$ cat config.mk
export PLATFORM = sky130hd
export DESIGN_NAME = lottery_drawer_flat
export DESIGN_NICKNAME = d
export VERILOG_FILES = /design/src/rtl/lottery_pkg.sv /design/src/rtl/lottery_drawer_if.sv /design/src/rtl/lottery_drawer.sv /design/src/flat_wrapper.sv
export SDC_FILE = /design/constraint.sdc
export NUM_CORES = 1
export LEC_CHECK = 0
export ABC_AREA = 1
export BUFFER_PORTS_ARGS = -buffer_cell sky130_fd_sc_hd__buf_2
export CAP_MARGIN = 10
export CORE_MARGIN = 2
export CORE_UTILIZATION = 56
export CTS_BUF_LIST = sky130_fd_sc_hd__clkbuf_2
export DETAILED_ROUTE_END_ITERATION = 12
export GPL_TIMING_DRIVEN = 0
export HOLD_SLACK_MARGIN = 0.03
export PLACE_DENSITY = 0.86
export SETUP_SLACK_MARGIN = 0.3
export SLEW_MARGIN = 30
export SYNTH_ARGS = -nofsm -noshare
export SYNTH_HDL_FRONTEND = slang
export SYNTH_SLANG_ARGS = --single-unit
export TNS_END_PERCENT = 10
$ cat constraint.sdc
create_clock -name clock -period 3.35 [get_ports clock]
set_input_delay 0.1675 -clock clock [delete_from_list [all_inputs] [get_ports clock]]
set_output_delay 0.1675 -clock clock [all_outputs]
set_load 0.005 [all_outputs]
$ cat src/rtl/lottery_pkg.sv
// lottery_pkg: shared types and constants for the lottery drawer.
// Holds the draw FSM state type and the default board size.
package lottery_pkg;

  typedef enum logic [1:0] {
    IDLE,
    SAMPLE,
    DONE
  } draw_state_t;

  localparam int BOARD_CELLS = 196;

endpackage

$ cat src/rtl/lottery_drawer_if.sv
// lottery_drawer_if: request/result bundle between a drawer and its user.
// master = requester/counter side, slave = the drawer.
interface lottery_drawer_if #(
  parameter int BIT_WIDTH = 10,
  parameter int RANGE     = 196
);
  localparam int IDX_W = $clog2(RANGE);

  logic [BIT_WIDTH-1:0] number_i;
  logic                 draw_req_i;
  logic                 busy_o;
  logic                 done_o;
  logic [IDX_W-1:0]     result_o;
  logic                 fallback_o;

  modport master (
    output number_i,
    output draw_req_i,
    input  busy_o,
    input  done_o,
    input  result_o,
    input  fallback_o
  );

  modport slave (
    input  number_i,
    input  draw_req_i,
    output busy_o,
    output done_o,
    output result_o,
    output fallback_o
  );
endinterface

$ cat src/rtl/lottery_drawer.sv
// lottery_drawer: bounded rejection sampler giving an index in [0, RANGE).
// Optional macro LOTTERY_NO_REPEAT_EN also rejects a repeat of the last result.
module lottery_drawer
  import lottery_pkg::*;
#(
  parameter int BIT_WIDTH = 10,
  parameter int RANGE     = BOARD_CELLS,
  parameter int MAX_TRIES = 4
) (
  input logic clock,
  input logic reset,
  lottery_drawer_if.slave bus
);
  localparam int IDX_W = $clog2(RANGE);
  localparam int TRY_W = $clog2(MAX_TRIES + 1);
  localparam logic [IDX_W:0] RANGE_V = RANGE[IDX_W:0];
  localparam logic [IDX_W-1:0] TOP_V = RANGE_V[IDX_W-1:0] - 1'b1;
  localparam logic [TRY_W-1:0] LAST_T = TRY_W'(MAX_TRIES - 1);

  draw_state_t      state;
  logic [TRY_W-1:0] tries;
  logic [IDX_W-1:0] result;
  logic             fb;

  logic [IDX_W-1:0] cand;
  logic [IDX_W:0]   cand_ext;
  logic [IDX_W:0]   diff;
  logic             in_range;
  logic             is_rep;
  logic             accept;
  logic [IDX_W-1:0] fb_val;

`ifdef LOTTERY_NO_REPEAT_EN
  logic             last_valid;
  logic [IDX_W-1:0] last_result;
`endif

  // Candidate decode: range/repeat check and fallback value
  always_comb begin
    cand     = bus.number_i[IDX_W-1:0];
    cand_ext = {1'b0, cand};
    diff     = cand_ext - RANGE_V;
    in_range = cand_ext < RANGE_V;
`ifdef LOTTERY_NO_REPEAT_EN
    is_rep   = last_valid && (cand == last_result);
`else
    is_rep   = 1'b0;
`endif
    accept   = in_range && !is_rep;
    if (!in_range)
      fb_val = diff[IDX_W-1:0];
    else if (cand == TOP_V)
      fb_val = '0;
    else
      fb_val = cand + 1'b1;
  end

  // Draw FSM and result registers
  always_ff @(posedge clock or posedge reset) begin
    if (reset) begin
      state  <= IDLE;
      tries  <= '0;
      result <= '0;
      fb     <= 1'b0;
`ifdef LOTTERY_NO_REPEAT_EN
      last_valid  <= 1'b0;
      last_result <= '0;
`endif
    end else begin
      unique case (state)
        IDLE: begin
          if (bus.draw_req_i) begin
            tries <= '0;
            state <= SAMPLE;
          end
        end
        SAMPLE: begin
          if (accept) begin
            result <= cand;
            fb     <= 1'b0;
            state  <= DONE;
          end else if (tries == LAST_T) begin
            result <= fb_val;
            fb     <= 1'b1;
            state  <= DONE;
          end else begin
            tries <= tries + 1'b1;
          end
        end
        DONE: begin
`ifdef LOTTERY_NO_REPEAT_EN
          last_valid  <= 1'b1;
          last_result <= result;
`endif
          state <= IDLE;
        end
        default: state <= IDLE;
      endcase
    end
  end

  assign bus.busy_o     = (state != IDLE);
  assign bus.done_o     = (state == DONE);
  assign bus.result_o   = result;
  assign bus.fallback_o = fb;

endmodule

$ cat src/flat_wrapper.sv
// flat-port wrapper written by rule: the top's interface ports become plain ports
module lottery_drawer_flat import lottery_pkg::*;
#(
  parameter int BIT_WIDTH = 10,
  parameter int RANGE     = BOARD_CELLS,
  parameter int MAX_TRIES = 4
)
  (clock, reset, bus_number_i, bus_draw_req_i, bus_busy_o, bus_done_o, bus_result_o, bus_fallback_o);
  lottery_drawer_if #(.BIT_WIDTH(BIT_WIDTH), .RANGE(RANGE)) bus_i ();
  input logic clock;
  input logic reset;
  input wire logic [$bits(bus_i.number_i)-1:0] bus_number_i;
  input wire logic [$bits(bus_i.draw_req_i)-1:0] bus_draw_req_i;
  output wire logic [$bits(bus_i.busy_o)-1:0] bus_busy_o;
  output wire logic [$bits(bus_i.done_o)-1:0] bus_done_o;
  output wire logic [$bits(bus_i.result_o)-1:0] bus_result_o;
  output wire logic [$bits(bus_i.fallback_o)-1:0] bus_fallback_o;
  assign bus_i.number_i = bus_number_i;
  assign bus_i.draw_req_i = bus_draw_req_i;
  assign bus_busy_o = bus_i.busy_o;
  assign bus_done_o = bus_i.done_o;
  assign bus_result_o = bus_i.result_o;
  assign bus_fallback_o = bus_i.fallback_o;
  lottery_drawer #(.BIT_WIDTH(BIT_WIDTH), .RANGE(RANGE), .MAX_TRIES(MAX_TRIES)) u_core (.clock(clock), .reset(reset), .bus(bus_i));
endmodule
==> impl_metrics.env <==
export IMPL_synth_compound_area_share_pct=2.33
export IMPL_drc_errors=0
export IMPL_critical_path_top_delay_family="flip-flops"
export IMPL_overflow=0
export IMPL_crit_type="reg2reg"
export IMPL_arrival_ns=1.64
export IMPL_die_area_um2=1760
export IMPL_synthMuxAreaShare_pct=0
export IMPL_yosysMostFrequentCell="nand2_1"
export IMPL_ir_drop_mv=0.362
export IMPL_grt_pass1_wl_mm=2.64
export IMPL_yosys_area_top_type="dfrtp_1"
export IMPL_syn_inst=100
export IMPL_syn_area_um2=806
export IMPL_finalSetupViolCount=0
export IMPL_hold_ws_ns=0.0644
export IMPL_critPathCaptureType="register"
export IMPL_path_clk_slew_ns=0.14
export IMPL_wl_mm=1.48
export IMPL_antenna_left=0
export IMPL_port_buffers=21
export IMPL_ys_warn_count=0
export IMPL_synth_top_family_by_area="simple AND/OR/NAND/NOR gates"
export IMPL_placeableCoreArea_um2=1320
export IMPL_ioPinCount=24
export IMPL_dieWidth_um=41.9
export IMPL_critPathMaxFanout=8
export IMPL_crit_buf_inv=2
export IMPL_synth_simple_gate_area_share_pct=41.5
export IMPL_diodes=0
export IMPL_final_layout_size_suffix_gt1_share_pct=30.2
export IMPL_tightest_slew_ns=0.537
export IMPL_outcome="completed"
export IMPL_grt_antenna_before_repair=0
export IMPL_fmax_ghz=0.684
export IMPL_first_global_vias=630
export IMPL_rows=13
export IMPL_utilization_pct=72.7
export IMPL_critPathMaxStageDelay_ns=0.42
export IMPL_htree_levels=1
export IMPL_grt_max_degree=15
export IMPL_nFillCells=106
export IMPL_drt_vias_per_instance=5.10
export IMPL_required_ns=3.53
export IMPL_timing_slew_headroom_pct=64.2
export IMPL_netlist_top_cells_area="dfrtp_1 (43%), nand2_1 (17%), inv_1 (5.1%)"
export IMPL_synth_seq_cells=14
export IMPL_ys_types=20
export IMPL_start_util_pct=61.2
export IMPL_synth_top_area_share_pct=43.5
export IMPL_cts_sinks=14
export IMPL_worst_hold_path_type="in2reg"
export IMPL_yosys_most_used_dff="dfrtp_1"
export IMPL_netlist_top_cells_count="nand2_1 (37), dfrtp_1 (14), inv_1 (11)"
export IMPL_syn2layout_area_growth_pct=18.9
export IMPL_die_h_um=41.9
export IMPL_drv_slew=0
export IMPL_cts_tree="built"
export IMPL_synth_edf_count=0
export IMPL_hold_viol=0
export IMPL_cp_slowest_cell="dfrtp_1"
export IMPL_cts_made_buffers=3
export IMPL_setup_tns_final_ns=0
export IMPL_fin_nets=143
export IMPL_wl_per_cell_um=10.5
export IMPL_cpMostUsedCell="ha_1"
export IMPL_skew_ns=0.0108
export IMPL_clk_insertion_delay_late_ns=0.28
export IMPL_worstPathCellList="ha_1 -> ha_1 -> inv_1 -> nand3_2 -> nand2_2 -> inv_2 -> nand3_1 -> nand2_1"
export IMPL_ys_seq_area_share_pct=43.5
export IMPL_synth_adder_area_share_pct=4.66
export IMPL_synth_xor_area_share_pct=0
export IMPL_hpwl_mm=1.12
export IMPL_gp_congestion=0.847
export IMPL_ctsRootBufferMaster="clkbuf_2"
export IMPL_synth_avg_cell_area_um2=8.06
export IMPL_fin_crit_ns=1.46
export IMPL_syn_num_nets=116
export IMPL_max_cap_violations=0
export IMPL_leakage_nw=0.563
export IMPL_start_kind="register"
export IMPL_cts_buffer_depth=2
export IMPL_p_per_area_nw_per_um2=626
export IMPL_track_usage_pct=19.5
export IMPL_async_flop_share_pct=100
export IMPL_initialDrtViolationCount=15
export IMPL_vias=719
export IMPL_rsz0062_at_grt="no"
export IMPL_fin_crit_sh_pct=43.6
export IMPL_dr_pass1_iters=4
-- layer usage --
| layer | GRT usage (%) | vias to the layer above | share of wire [%] |
|---|---|---|---|
| met5 | 0 | - | 0 |
| met4 | 9.03 | 0 | 1.7 |
| met3 | 3.91 | 4 | 6.3 |
| met2 | 30.0 | 26 | 46 |
| met1 | 26.3 | 327 | 46 |
| li1 | - | 362 | - |
-- sequential cells by signal, summed over array words and instances (netlist names) --
signal,flops
u_core.tries,3
u_core.state,2
u_core.bus.fallback_o,1
u_core.bus.result_o,8
-- timing repair --
| item | in CTS | in global routing |
|---|---|---|
| setup buffers | 0 | 0 |
| endpoints found under the hold margin | 14 | 0 |
| gates resized for setup | 0 | 0 |
| hold buffers | 1 | 0 |
-- placed cells by master (no fill, tap or decap), types with 2 or more instances in the layout --
| cell type | Yosys | layout |
|---|---|---|
| clkbuf_2 | 0 | 3 |
| nand2_4 | 3 | 3 |
| buf_2 | 0 | 21 |
| nand4_1 | 2 | 2 |
| inv_1 | 11 | 11 |
| nand2_1 | 37 | 37 |
| nor2_1 | 9 | 9 |
| nor2_2 | 3 | 3 |
| ha_1 | 3 | 3 |
| nand3_1 | 7 | 7 |
| dfrtp_1 | 14 | 14 |
-- final cells by class --
| type | count | area, um^2 | share of cell area (%) |
|---|---|---|---|
| multi-input cells | 72 | 390 | 40.7 |
| flip-flops and latches | 14 | 350 | 36.6 |
| inverters | 13 | 53.8 | 5.61 |
| clock inverters | 1 | 3.75 | 0.392 |
| repair buffers | 22 | 115 | 12.0 |
| plain buffers | 1 | 11.3 | 1.17 |
| clock buffers | 3 | 15.0 | 1.57 |
| well taps | 15 | 18.8 | 1.96 |
-- tightest hold or removal path: stages --
cell     delay, ns
buf_2         0.07
nand2_1       0.04
nand2_1       0.05
-- worst paths after layout --
| check | cells past startpoint | slack, ns | endpoint | startpoint |
|---|---|---|---|---|
| max in group asynchronous | 3 | 2.55 | u_core.bus.result_o[2] | reset |
| worst max-delay path | 8 | 1.89 | u_core.bus.result_o[4] | u_core.tries[0] |
| worst min-delay path | 3 | 0.06 | u_core.bus.result_o[0] | bus_number_i[0] |
| worst max register to register | 8 | 1.89 | u_core.bus.result_o[4] | u_core.tries[0] |
| worst min register to register | 2 | 0.49 | u_core.bus.result_o[5] | u_core.bus.result_o[5] |
| min in group asynchronous | 3 | 0.44 | u_core.tries[0] | reset |
-- power by group --
| part | internal (W) | switching [W] | total [W] |
|---|---|---|---|
| sequential | 0.000237 | 0.0000414 | 0.000278 |
| clock | 0.0000259 | 0.0000557 | 0.0000816 |
| combinational | 0.000108 | 0.000132 | 0.000240 |
| total | 0.000371 | 0.000229 | 0.000600 |
-- cells by family (layout without fill, tap and decap cells) --
kind of cell,count (synthesis),count (layout)
buffers and inverters,14,40
AND/OR/NAND/NOR,66,66
AO/OA/AOI/OAI,3,3
adder cells (fa/ha/maj),3,3
flip-flops,14,14
-- stage by stage --
stage | setup WS (ns) | total power (W) | std cells | cell area, um^2
2_1_floorplan | 2.03 | 0.000431 | 100 | 806
3_3_place_gp | 1.94 | 0.000515 | 136 | 930
3_5_place_dp | 1.92 | 0.000525 | 136 | 930
4_1_cts | 1.88 | 0.000606 | 141 | 958
5_1_grt | 1.79 | 0.000650 | 141 | 958
6_report | 1.89 | 0.000600 | 141 | 958
(Power assumes the default switching activity.)
